File: config.mk
export PLATFORM = sky130hd
export DESIGN_NAME = frequency_meter
export DESIGN_NICKNAME = d
export VERILOG_FILES = /design/src/rtl/freqmeter_pkg.sv /design/src/rtl/edge_detector.sv /design/src/rtl/frequency_meter.sv
export SDC_FILE = /design/constraint.sdc
export NUM_CORES = 1
export LEC_CHECK = 0
export BUFFER_PORTS_ARGS = -buffer_cell sky130_fd_sc_hd__buf_2
export CAP_MARGIN = 20
export CORE_MARGIN = 1.5
export CORE_UTILIZATION = 37
export CTS_BUF_LIST = sky130_fd_sc_hd__clkbuf_8
export CTS_CLUSTER_DIAMETER = 60
export CTS_CLUSTER_SIZE = 8
export DETAILED_ROUTE_END_ITERATION = 16
export GPL_TIMING_DRIVEN = 0
export SYNTH_ARGS = -nofsm -noshare
export SYNTH_HDL_FRONTEND = slang
export SYNTH_SLANG_ARGS = --single-unit
File: constraint.sdc
create_clock -name clock_in -period 2.42 [get_ports clock_in]
set_clock_uncertainty 0.15 [all_clocks]
set_input_delay 0.363 -clock clock_in [delete_from_list [all_inputs] [get_ports clock_in]]
set_output_delay 0.363 -clock clock_in [all_outputs]
set_load 0.1 [all_outputs]
File: src/rtl/freqmeter_pkg.sv
// Shared types and default sizing for the frequency meter.
package freqmeter_pkg;

  typedef enum logic {
    IDLE    = 1'b0,
    MEASURE = 1'b1
  } state_t;

  localparam int unsigned DEF_WIDTH   = 28;
  localparam logic [27:0] DEF_TIMEOUT = 28'd100000000;

endpackage

File: src/rtl/edge_detector.sv
// Edge detector for the measured signal. Optional FREQMETER_SYNC_EN puts a
// two-flop synchronizer in front of the previous-value register.
module edge_detector (
  input  logic clock_in,
  input  logic reset,
  input  logic d,
  output logic rise,
  output logic fall
);

  logic s;
  logic prev;

`ifdef FREQMETER_SYNC_EN
  logic [1:0] sync_q;

  // Two-flop synchronizer; sync_q[1] is the metastability-safe sample.
  always_ff @(posedge clock_in) begin
    if (reset) sync_q <= '0;
    else       sync_q <= {sync_q[0], d};
  end

  assign s = sync_q[1];
`else
  // Input already lives in this clock domain.
  assign s = d;
`endif

  // Previous sample of s for edge comparison.
  always_ff @(posedge clock_in) begin
    if (reset) prev <= 1'b0;
    else       prev <= s;
  end

  assign rise = s & ~prev;
  assign fall = ~s & prev;

endmodule

File: src/rtl/frequency_meter.sv
// Measures period and high time of a slow square wave in clock_in cycles.
// Build option: FREQMETER_SYNC_EN adds an input synchronizer (+2 cycles latency).
module frequency_meter
  import freqmeter_pkg::*;
#(
  parameter int unsigned      WIDTH   = DEF_WIDTH,
  parameter logic [WIDTH-1:0] TIMEOUT = WIDTH'(DEF_TIMEOUT)
) (
  input  logic             clock_in,
  input  logic             reset,
  input  logic             signal_in,
  output logic [WIDTH-1:0] period_out,
  output logic [WIDTH-1:0] high_out,
  output logic             valid_out,
  output logic             timeout_out
);

  localparam logic [WIDTH-1:0] TO_LAST = TIMEOUT - WIDTH'(1);

  logic             rise, fall;
  state_t           state, state_nxt;
  logic [WIDTH-1:0] cnt, cnt_nxt, cnt_inc;
  logic [WIDTH-1:0] high_shadow, high_shadow_nxt;
  logic [WIDTH-1:0] period_nxt, high_nxt;
  logic             valid_nxt, timeout_nxt;

  edge_detector u_edge (
    .clock_in (clock_in),
    .reset    (reset),
    .d        (signal_in),
    .rise     (rise),
    .fall     (fall)
  );

  // cnt never exceeds TIMEOUT-1, so the +1 cannot overflow WIDTH.
  assign cnt_inc = cnt + WIDTH'(1);

  // Next-state logic: counting, edge capture and timeout.
  always_comb begin
    state_nxt       = state;
    cnt_nxt         = cnt;
    high_shadow_nxt = high_shadow;
    period_nxt      = period_out;
    high_nxt        = high_out;
    valid_nxt       = 1'b0;
    timeout_nxt     = timeout_out;
    unique case (state)
      IDLE: begin
        cnt_nxt = '0;
        if (rise) begin
          state_nxt   = MEASURE;
          timeout_nxt = 1'b0;
        end
      end
      MEASURE: begin
        cnt_nxt = cnt_inc;
        if (fall) high_shadow_nxt = cnt_inc;
        // A rise on the last allowed count still yields a valid period.
        if (rise) begin
          period_nxt = cnt_inc;
          high_nxt   = high_shadow;
          valid_nxt  = 1'b1;
          cnt_nxt    = '0;
        end else if (cnt == TO_LAST) begin
          timeout_nxt = 1'b1;
          cnt_nxt     = '0;
          state_nxt   = IDLE;
        end
      end
      default: state_nxt = IDLE;
    endcase
  end

  // State, counter and registered outputs.
  always_ff @(posedge clock_in) begin
    if (reset) begin
      state       <= IDLE;
      cnt         <= '0;
      high_shadow <= '0;
      period_out  <= '0;
      high_out    <= '0;
      valid_out   <= 1'b0;
      timeout_out <= 1'b0;
    end else begin
      state       <= state_nxt;
      cnt         <= cnt_nxt;
      high_shadow <= high_shadow_nxt;
      period_out  <= period_nxt;
      high_out    <= high_nxt;
      valid_out   <= valid_nxt;
      timeout_out <= timeout_nxt;
    end
  end

endmodule

# After elaboration in Yosys (flattened, before gate mapping)
# Cells that the tools add are included.
# Widths: inputs -> output; s select.
[totals]
regBits = 116
latch_bits = 0
ramBits = 0
mem_bits_ro = 0
input_bits = 3
output_inout_bits = 58
word_cells = 33
mem_count = 0
[classes]
add_sub_neg = 1
n_mul = 0
div = 0
n_lt_le_gt_ge = 0
n_eq_ne = 4
shift = 0
muxes = 11
bitwise = 5
n_reduce_logical = 4
[ops]
columns = ["op", "count"]
rows = [
  ["$mux 28", 2],
  ["$pmux 28 s2", 1],
  ["$add 28x1->28 const B", 1],
  ["$eq 28x27->1 const B", 1],
  ["$mux 1", 6],
  ["$ne 2x2->1 const B", 2],
  ["$pmux 1 s2", 2],
  ["$reduce_and 2->1", 2],
  ["$not 1->1", 3],
  ["$reduce_and 3->1", 1],
  ["$and 1x1->1", 2],
  ["$ne 2x1->1 const B", 1],
  ["$reduce_or 2->1", 1],
]

# Longest topological paths before layout
# Gate-level depths: netlist of the first run.
[depth]
ltp_word = 4
mapped_depth = 7
ltp_nobuf = 5

# Modules after synthesis
# A second synthesis of the first run with hierarchy kept.
[hier_totals]
cells_unflattened = 490
area_unflattened_um2 = 4377.9
[by_module_without_submodules]
columns = ["module", "n_inst", "cells_per_inst", "area_per_inst_um2", "seq_area_each_um2"]
rows = [
  ["frequency_meter", 1, 486, 4339.2, 2302.2],
  ["edge_detector", 1, 4, 38.8, 20.0],
]

# Worst setup path after synthesis of the first run
# No wires, ideal clock.
[synth_path]
path_kind = "flip-flop to flip-flop"
startpoint = "reg cnt[0]"
endpoint = "reg cnt[2]"
setup_ps = 131
t_arrival_ps = 1911
required_time_ps = 2139
path_slack_ps = 227
stages_incl_launch_ff = 8
path_buffers = 2
period_less_slack_ps = 2193
cell_sequence = "dfxtp_1 > ha_1 > and4_1 > clkbuf_1 > nand2_1 > nor3_2 > clkbuf_1 > nor3_1"
[synth_between]
elab_chain_cells = 4
word_cells_on_any_way = 5
classes_between = "add/sub (1); eq/ne (1); mux (3)"
[synth_lines]
columns = ["element", "line", "rtl"]
rows = [
  ["start, declared", "frequency_meter.sv:22", "logic [WIDTH-1:0] cnt, cnt_nxt, cnt_inc;"],
  ["start signal, assigned", "frequency_meter.sv:86", "cnt <= cnt_nxt;"],
  ["$add 28x1->28 or $eq 28x27->1 (tied branches)", "frequency_meter.sv:36, frequency_meter.sv:64", ""],
  ["$mux 28 (*)", "frequency_meter.sv:64", "end else if (cnt == TO_LAST) begin"],
  ["$mux 28 (*)", "frequency_meter.sv:59", "if (rise) begin"],
  ["$pmux 28 s2 (*)", "frequency_meter.sv:47", "unique case (state)"],
]
# Mark *: on every way between the ends. The rest lies on a longest branch, timed or not.
# A chain may end at the register's enable or synchronous reset.

# Worst setup path after layout of the first run
[layout_path]
startpoint = "reg cnt[2]"
endpoint = "reg cnt[27]"
# The elaborated chain is that of the path after synthesis.

==> results.py, run 1 <==
metrics = {
    "hold_path": {
        "hold_start": "signal_in",
        "min_path_cells": 2,
        "hold_class": "in2reg",
    },
    "power": {
        "p_total_mw": 3.97,
        "vdd_drop_max_mv": 0.279,
        "p_per_area_nw_per_um2": 745,
        "p_leak_nw": 1.92,
    },
    "drt": {
        "vias": 4078,
        "ant_nets": 0,
        "wl_per_cell_um": 17.3,
        "drc": 0,
        "routed_wirelength_um": 12700,
        "viasPerCell": 5.56,
        "first_pass_iters": 5,
        "drt_iter0_markers": 299,
    },
    "sta": {
        "fin_crit_ns": 2.35,
        "max_freq_mhz": 426,
        "worstMarginPinSlew_ns": 0.559,
        "hold_viol_final": 0,
        "fin_crit_sh_pct": 96.9,
        "slew_headroom_pct": 62.8,
        "hold_ws_ns": 0.0689,
        "drv_slew": 0,
        "layout_setup_ws_ns": 0.0743,
        "setup_viol": 0,
        "rsz0062_at_grt": "no",
    },
    "synthesis": {
        "ys_types": 44,
        "ys_seq_area_share_pct": 52.2,
        "ys_warn_count": 0,
        "synthArstFlopShare_pct": 0,
        "syn_area_um2": 4450,
        "synth_edf_count": 0,
        "avgSynthCellArea_um2": 8.87,
        "syn-num-nets": 506,
        "synth.ff_latch_count": 116,
        "ys.flop_type": "dfxtp_1",
        "synthCells": 502,
    },
    "clock_network": {
        "path_clk_slew_ns": 0.07,
        "root_buffer": "clkbuf_8",
        "post_cts_buffers": 0,
        "clk_latency_ns": 0.43,
        "cts_tree": "yes",
        "cts-buffers-inserted": 17,
        "clock-sinks": 116,
        "htree_levels": 4,
        "clk_path_buf_depth": 2,
        "hold_buffers": 0,
    },
    "layout": {
        "num_antenna_cells": 0,
        "regArea_um2": 2320,
        "fill_cells": 1153,
        "nets": 583,
        "syn2layout_area_growth_pct": 19.5,
        "drive_gt1_share_pct": 17.9,
        "multi_input_area_um2": 1980,
        "utilization_pct": 46.0,
    },
    "global_route": {
        "antenna_found_initial": 0,
        "grtUsageTotal_pct": 20.8,
        "grt_pass1_vias": 3815,
        "gr-total-overflow": 0,
        "grt_pass1_wl_um": 20400,
        "grt_start_max_net_pins": 17,
    },
    "die": {
        "die_h_um": 113,
        "initial_core_util_pct": 38.5,
        "rows": 39,
        "design.core.area_um2": 11600,
        "io_pins": 61,
        "die_area_um2": 12700,
        "fp.dieW_um": 113,
    },
    "worst_setup_path": {
        "cp-startpoint": "cnt[2]$_SDFF_PP0_",
        "startpoint_type": "register",
        "critPathCaptureType": "register",
        "worst_path_largest_cell_delay_ns": 0.58,
        "crit_required_ns": 2.59,
        "worstRegToRegCells": 4,
        "crit_chain": "nand3_1 -> or4_4 -> or4_4 -> a211oi_1",
        "critPathBufInv": 0,
        "crit_slowest_cell": "or4_4",
        "cp.depth": 4,
        "worstSetupPathType": "reg2reg",
        "cp_common_cell": "or4_4",
        "path_max_fanout": 6,
        "cp.arrival_ns": 2.51,
        "critPathTopFamily": "simple AND/OR/NAND/NOR gates",
        "rr_startpoint": "cnt[2]$_SDFF_PP0_",
    },
    "placement": {
        "place_congestion": 0.880,
        "place_ws_ns": -0.463,
        "hpwl_um": 9470,
        "numPortBuffers": 59,
    },
    "flow_run": {
        "max_cap_viol_count": 0,
    },
    "status": {
        "status": "finished, final reports clean",
    },
}
## layout make-up
cell class              instances  area share (%)
plain buffers                  38            3.06
clock buffers                  22            5.69
clock inverters                 9            1.20
inverters                       4           0.282
multi-input cells             343            37.2
flip-flops and latches        116            43.7
well taps                     143            3.36
repair buffers                 59            5.55
## logic make-up (layout without fill, tap and decap cells)
| family | after synthesis | after routing | synth area share (%) |
|---|---|---|---|
| and+or+nand+nor | 175 | 175 | 19.9 |
| buffers and inverters | 43 | 132 | 3.96 |
| DFF | 116 | 116 | 52.2 |
| xor gates and xnor gates | 12 | 12 | 2.36 |
| muxes | 1 | 1 | 0.225 |
| adders and majority gates | 1 | 1 | 0.281 |
| AOI/OAI and AO/OA | 154 | 154 | 21.1 |
## what timing repair did
action,in CTS,in global routing
pin swaps,0,1
endpoints found under the setup margin,27,30
resized for setup,4,9
hold endpoints to repair,0,0
## worst register-to-register path, cell delays in order (launching register included)
cell and delay (ns):
dfxtp_1 0.43, nand3_1 0.22, or4_4 0.59, or4_4 0.56, a211oi_1 0.30
## registers in the layout, summed over array words and instances, names as in the netlist
signal / cells
cnt: 28
high_out: 28
high_shadow: 28
period_out: 28
state: 1
timeout_out: 1
u_edge.prev: 1
valid_out: 1
## power by group
part / internal [mW] / switching [mW] / leakage, nW
Sequential: 1.95 / 0.0249 / 0.939
Combinational: 0.0527 / 0.288 / 0.773
Clock: 0.919 / 0.731 / 0.211
Total: 2.92 / 1.04 / 1.92
## per-stage QoR
stage | TNS [ns] | cell area [um2] | instances
final | 0 | 5320 | 734
after global routing | 0 | 5320 | 734
after CTS | 0 | 5300 | 734
after global placement | -7.53 | 4930 | 704
after floorplan | 0 | 4450 | 502
after detailed placement | -8.26 | 4930 | 704
## routing by layer
metal | GRT usage [%] | share of wire, %
met4 | 7.93 | 1.8
met3 | 4.71 | 5.1
met5 | 0 | 0
met2 | 32.2 | 45
met1 | 28.4 | 48
## Yosys cell counts (all sizes together) (3+ instances only)
cell | number | area share (%)
dfxtp | 116 | 52
nand2 | 73 | 6.2
a21oi | 41 | 4.6
o21ai | 41 | 4.6
clkbuf | 32 | 2.7
a211oi | 29 | 5.1
a31oi | 27 | 3.8
nor2 | 22 | 1.9
nor3 | 15 | 1.8
or4 | 13 | 2.5
nand3 | 11 | 1.2
nand4 | 11 | 1.7
o31ai | 10 | 1.7
buf | 7 | 0.93
xnor2 | 7 | 1.4
and2 | 5 | 0.70
nor4 | 5 | 0.70
xor2 | 5 | 0.98
inv | 4 | 0.34
or3 | 4 | 0.56
and3 | 3 | 0.42
and4 | 3 | 0.59
## final timing paths
check	to	slack, ns
worst max-delay path	cnt[27]$_SDFF_PP0_	0.07
worst min-delay path	u_edge.prev$_SDFF_PP0_	0.07
worst max register to register	cnt[27]$_SDFF_PP0_	0.07
worst min register to register	high_out[18]$_SDFFE_PP0N_	0.30
## cells in the final DEF, fill, tap and decap left out, types with 2 or more instances in the layout
cell type  Yosys  final
dfxtp_1      116    116
nand2_1       73     72
buf_2          3     61
a21oi_1       41     41
o21ai_0       41     39
clkbuf_1      32     29
a31oi_1       27     27
a211oi_1      27     27
nor2_1        22     22
clkbuf_8       0     22
nor3_1        14     14
nand3_1       11     11
nand4_1       10     10
or4_1          9      9
inv_1          4      9
o31ai_1       10      7
xnor2_1        7      7
and2_1         5      5
nor4_1         5      5
xor2_1         5      5
or4_4          4      4
or3_1          4      4
and3_1         3      3
o31ai_2        0      3
clkinv_2       0      3
and3b_1        2      2
nand3b_1       2      2
and4_1         3      2
clkbuf_2       0      2
o21ai_1        0      2
buf_1          2      2
a211oi_2       2      2
o211ai_1       2      2
No activity file was read; power rests on OpenSTA's default activity.
==> inputs of run 2 (changes only) <==
--- a/config.mk
+++ b/config.mk
@@ -16,4 +16,5 @@
 export GPL_TIMING_DRIVEN = 0
 export SYNTH_ARGS = -nofsm -noshare
 export SYNTH_HDL_FRONTEND = slang
+export SYNTH_HIERARCHICAL = 1
 export SYNTH_SLANG_ARGS = --single-unit
==> results.py, run 2 <==
metrics = {
    "synthesis": {
        "ys_top_cells_by_count": "116 x dfxtp_1, 71 x nand2_1, 60 x nor2_1",
        "syn-num-nets": 494,
        "synth.ff_latch_count": 116,
        "synthMostInstantiatedCell": "dfxtp_1",
        "ys_warn_count": 6,
        "avgSynthCellArea_um2": 8.93,
        "synth_area_leader_cell": "dfxtp_1",
        "ys_seq_area_share_pct": 53.0,
        "syn_area_um2": 4380,
        "synthCells": 490,
        "ys.flop_type": "dfxtp_1",
        "synthArstFlopShare_pct": 0,
        "yosysTopAreaCellShare_pct": 53.0,
        "ys_types": 40,
        "ys_top_cells_by_area": "dfxtp_1 53%, a211oi_1 6.5%, nand2_1 6.1%",
        "synth_edf_count": 0,
    },
    "power": {
        "internal_power_mw": 2.70,
        "seqPwrFrac_pct": 53.1,
        "vdd_drop_max_mv": 0.360,
        "comb_power_share_pct": 9.9,
        "swShare_pct": 27.5,
        "p_per_area_nw_per_um2": 697,
        "p_leak_nw": 1.84,
        "p_sw_mw": 1.02,
        "clock_power_share_pct": 37.0,
    },
    "sta": {
        "worstMarginPinSlew_ns": 0.658,
        "fin_crit_sh_pct": 96.8,
        "fin_crit_ns": 2.34,
        "drv_slew": 0,
        "max_freq_mhz": 427,
        "setup_viol": 0,
        "hold_ws_ns": 0.0214,
        "hold_viol_final": 0,
        "slew_headroom_pct": 55.7,
        "layout_setup_ws_ns": 0.0779,
    },
    "status": {
        "status": "finished, final reports clean",
    },
    "worst_setup_path": {
        "crit_chain": "nand2_1 -> or4_4 -> buf_6 -> or4_4 -> a311oi_2",
        "r2r-end": "period_out[22]$_SDFFE_PP0P_",
        "rr_startpoint": "cnt[8]$_SDFF_PP0_",
        "worstRegToRegCells": 5,
        "path_max_fanout": 9,
        "endpoint": "period_out[22]$_SDFFE_PP0P_",
        "crit_required_ns": 2.61,
        "critPathCaptureType": "register",
        "rrSetupSlack_ns": 0.08,
        "worstSetupPathType": "reg2reg",
        "cp-startpoint": "cnt[8]$_SDFF_PP0_",
        "crit_slowest_cell": "or4_4",
        "worst_path_largest_cell_delay_ns": 0.55,
        "cp.arrival_ns": 2.53,
        "startpoint_type": "register",
        "cp_common_cell": "or4_4",
    },
    "drt": {
        "wl_per_cell_um": 16.3,
        "routed.top_layer": "met4",
        "routed_wirelength_um": 11900,
        "routed-wl-met3_um": 808,
        "drt_iter0_markers": 329,
        "met2WireLength_um": 5460,
        "viasPerCell": 5.47,
        "drc": 0,
        "first_pass_iters": 5,
        "vias": 3978,
        "ant_nets": 0,
        "wl_met1_um": 5390,
    },
    "die": {
        "die_h_um": 112,
        "die_area_um2": 12500,
        "rows": 39,
        "fp.dieW_um": 112,
        "io_pins": 61,
        "design.core.area_um2": 11500,
        "initial_core_util_pct": 38.2,
    },
    "clock_network": {
        "htree_levels": 4,
        "clk_path_buf_depth": 2,
        "clk_latency_ns": 0.43,
        "root_buffer": "clkbuf_8",
        "cts_tree": "yes",
        "path_clk_slew_ns": 0.06,
        "clock-sinks": 116,
        "cts-buffers-inserted": 17,
    },
    "layout": {
        "regArea_um2": 2340,
        "drive_gt1_share_pct": 21.7,
        "final_cell_mix": "108 x dfxtp_1, 70 x nand2_1, 61 x buf_2",
        "utilization_pct": 46.6,
        "nets": 577,
        "num_antenna_cells": 0,
        "final_cells": 727,
        "multi_input_area_um2": 2020,
        "fill_cells": 1094,
        "syn2layout_area_growth_pct": 22.1,
        "final_common_cell": "dfxtp_1",
    },
    "global_route": {
        "gr-total-overflow": 0,
        "grt_start_max_net_pins": 17,
        "grt_pass1_wl_um": 19400,
        "antenna_found_initial": 0,
        "grt_pass1_vias": 3814,
        "grtUsageTotal_pct": 19.7,
    },
    "placement": {
        "hpwl_um": 8800,
        "numPortBuffers": 60,
        "place_congestion": 0.884,
        "place_ws_ns": -0.469,
        "dp_cells": 693,
    },
    "flow_run": {
        "max_cap_viol_count": 0,
    },
    "hold_path": {
        "hold_class": "in2reg",
    },
}
[run 2: worst max-delay path: cells and delay by family (launching register included)]
| kind | cells | cell delay, ns |
|---|---|---|
| flops | 1 | 0.40 |
| simple gates | 3 | 1.29 |
| compound gates | 1 | 0.27 |
| buf+inv | 1 | 0.16 |
[run 2: kinds of logic (layout without fill, tap and decap cells)]
kind of cell               count (synthesis)  count (layout)  share of synthesized area, %
and+or+nand+nor                          202             202                          22.0
AOI/OAI and AO/OA                        117             117                          18.7
DFF                                      116             116                          53.0
buffers and inverters                     42             136                          3.63
xor gates and xnor gates                  12              12                          2.40
adders and majority gates                  1               1                         0.286
[run 2: metal layers]
| metal | vias to the layer above | GRT usage (%) |
|---|---|---|
| li1 | 1941 | - |
| met3 | 20 | 5.12 |
| met1 | 1876 | 25.9 |
| met4 | 0 | 7.93 |
| met5 | - | 0 |
| met2 | 141 | 30.8 |
[run 2: worst min path at each step]
| stage | start | endpoint | slack [ns] | depth (start not counted) |
|---|---|---|---|---|
| floorplan | high_shadow[0]$_SDFFE_PP0P_ | high_out[0]$_SDFFE_PP0P_ | 0.28 | 2 |
| global placement | period_out[1]$_SDFFE_PP0P_ | period_out[1]$_SDFFE_PP0P_ | 0.29 | 2 |
| detailed placement | high_out[1]$_SDFFE_PP0P_ | high_out[1]$_SDFFE_PP0P_ | 0.29 | 2 |
| CTS | signal_in | u_edge/prev$_SDFF_PP0_ | 0.005 | 2 |
| global route | signal_in | u_edge/prev$_SDFF_PP0_ | 0.04 | 2 |
| finish | signal_in | u_edge/prev$_SDFF_PP0_ | 0.02 | 2 |
[run 2: final cells by class]
class                      count  area share (%)
inverter                       5           0.351
multi-input combinational    332            37.8
sequential                   116            43.7
tap                          143            3.35
buffer                        36            2.74
clock buffer                  18            4.64
clock inverter                12            1.01
timing repair buffer          65            6.37
[run 2: through the flow]
step	setup TNS [ns]	power, mW	area [um2]
5_1_grt	-0.0942	3.87	5340
3_3_place_gp	-11.14	2.38	4860
2_1_floorplan	0	2.31	4380
3_5_place_dp	-12.57	2.38	4860
4_1_cts	-0.00386	3.76	5240
6_report	0	3.73	5340
[run 2: timing repair]
item | CTS | global route
pin swaps | 1 | 1
buffers inserted | 2 | 2
endpoints found under the setup margin | 56 | 30
hold endpoints to repair | 1 | 0
hold buffers | 1 | 0
gates cloned | 0 | 0
resized for setup | 16 | 24
[run 2: power by group through the flow]
stage / clock network (mW) / logic, mW / registers (mW)
6_report: 1.38 / 0.369 / 1.98
5_1_grt: 1.50 / 0.389 / 1.98
4_1_cts: 1.42 / 0.365 / 1.98
3_5_place_dp: 0 / 0.362 / 2.02
3_3_place_gp: 0 / 0.361 / 2.02
2_1_floorplan: 0 / 0.104 / 2.21
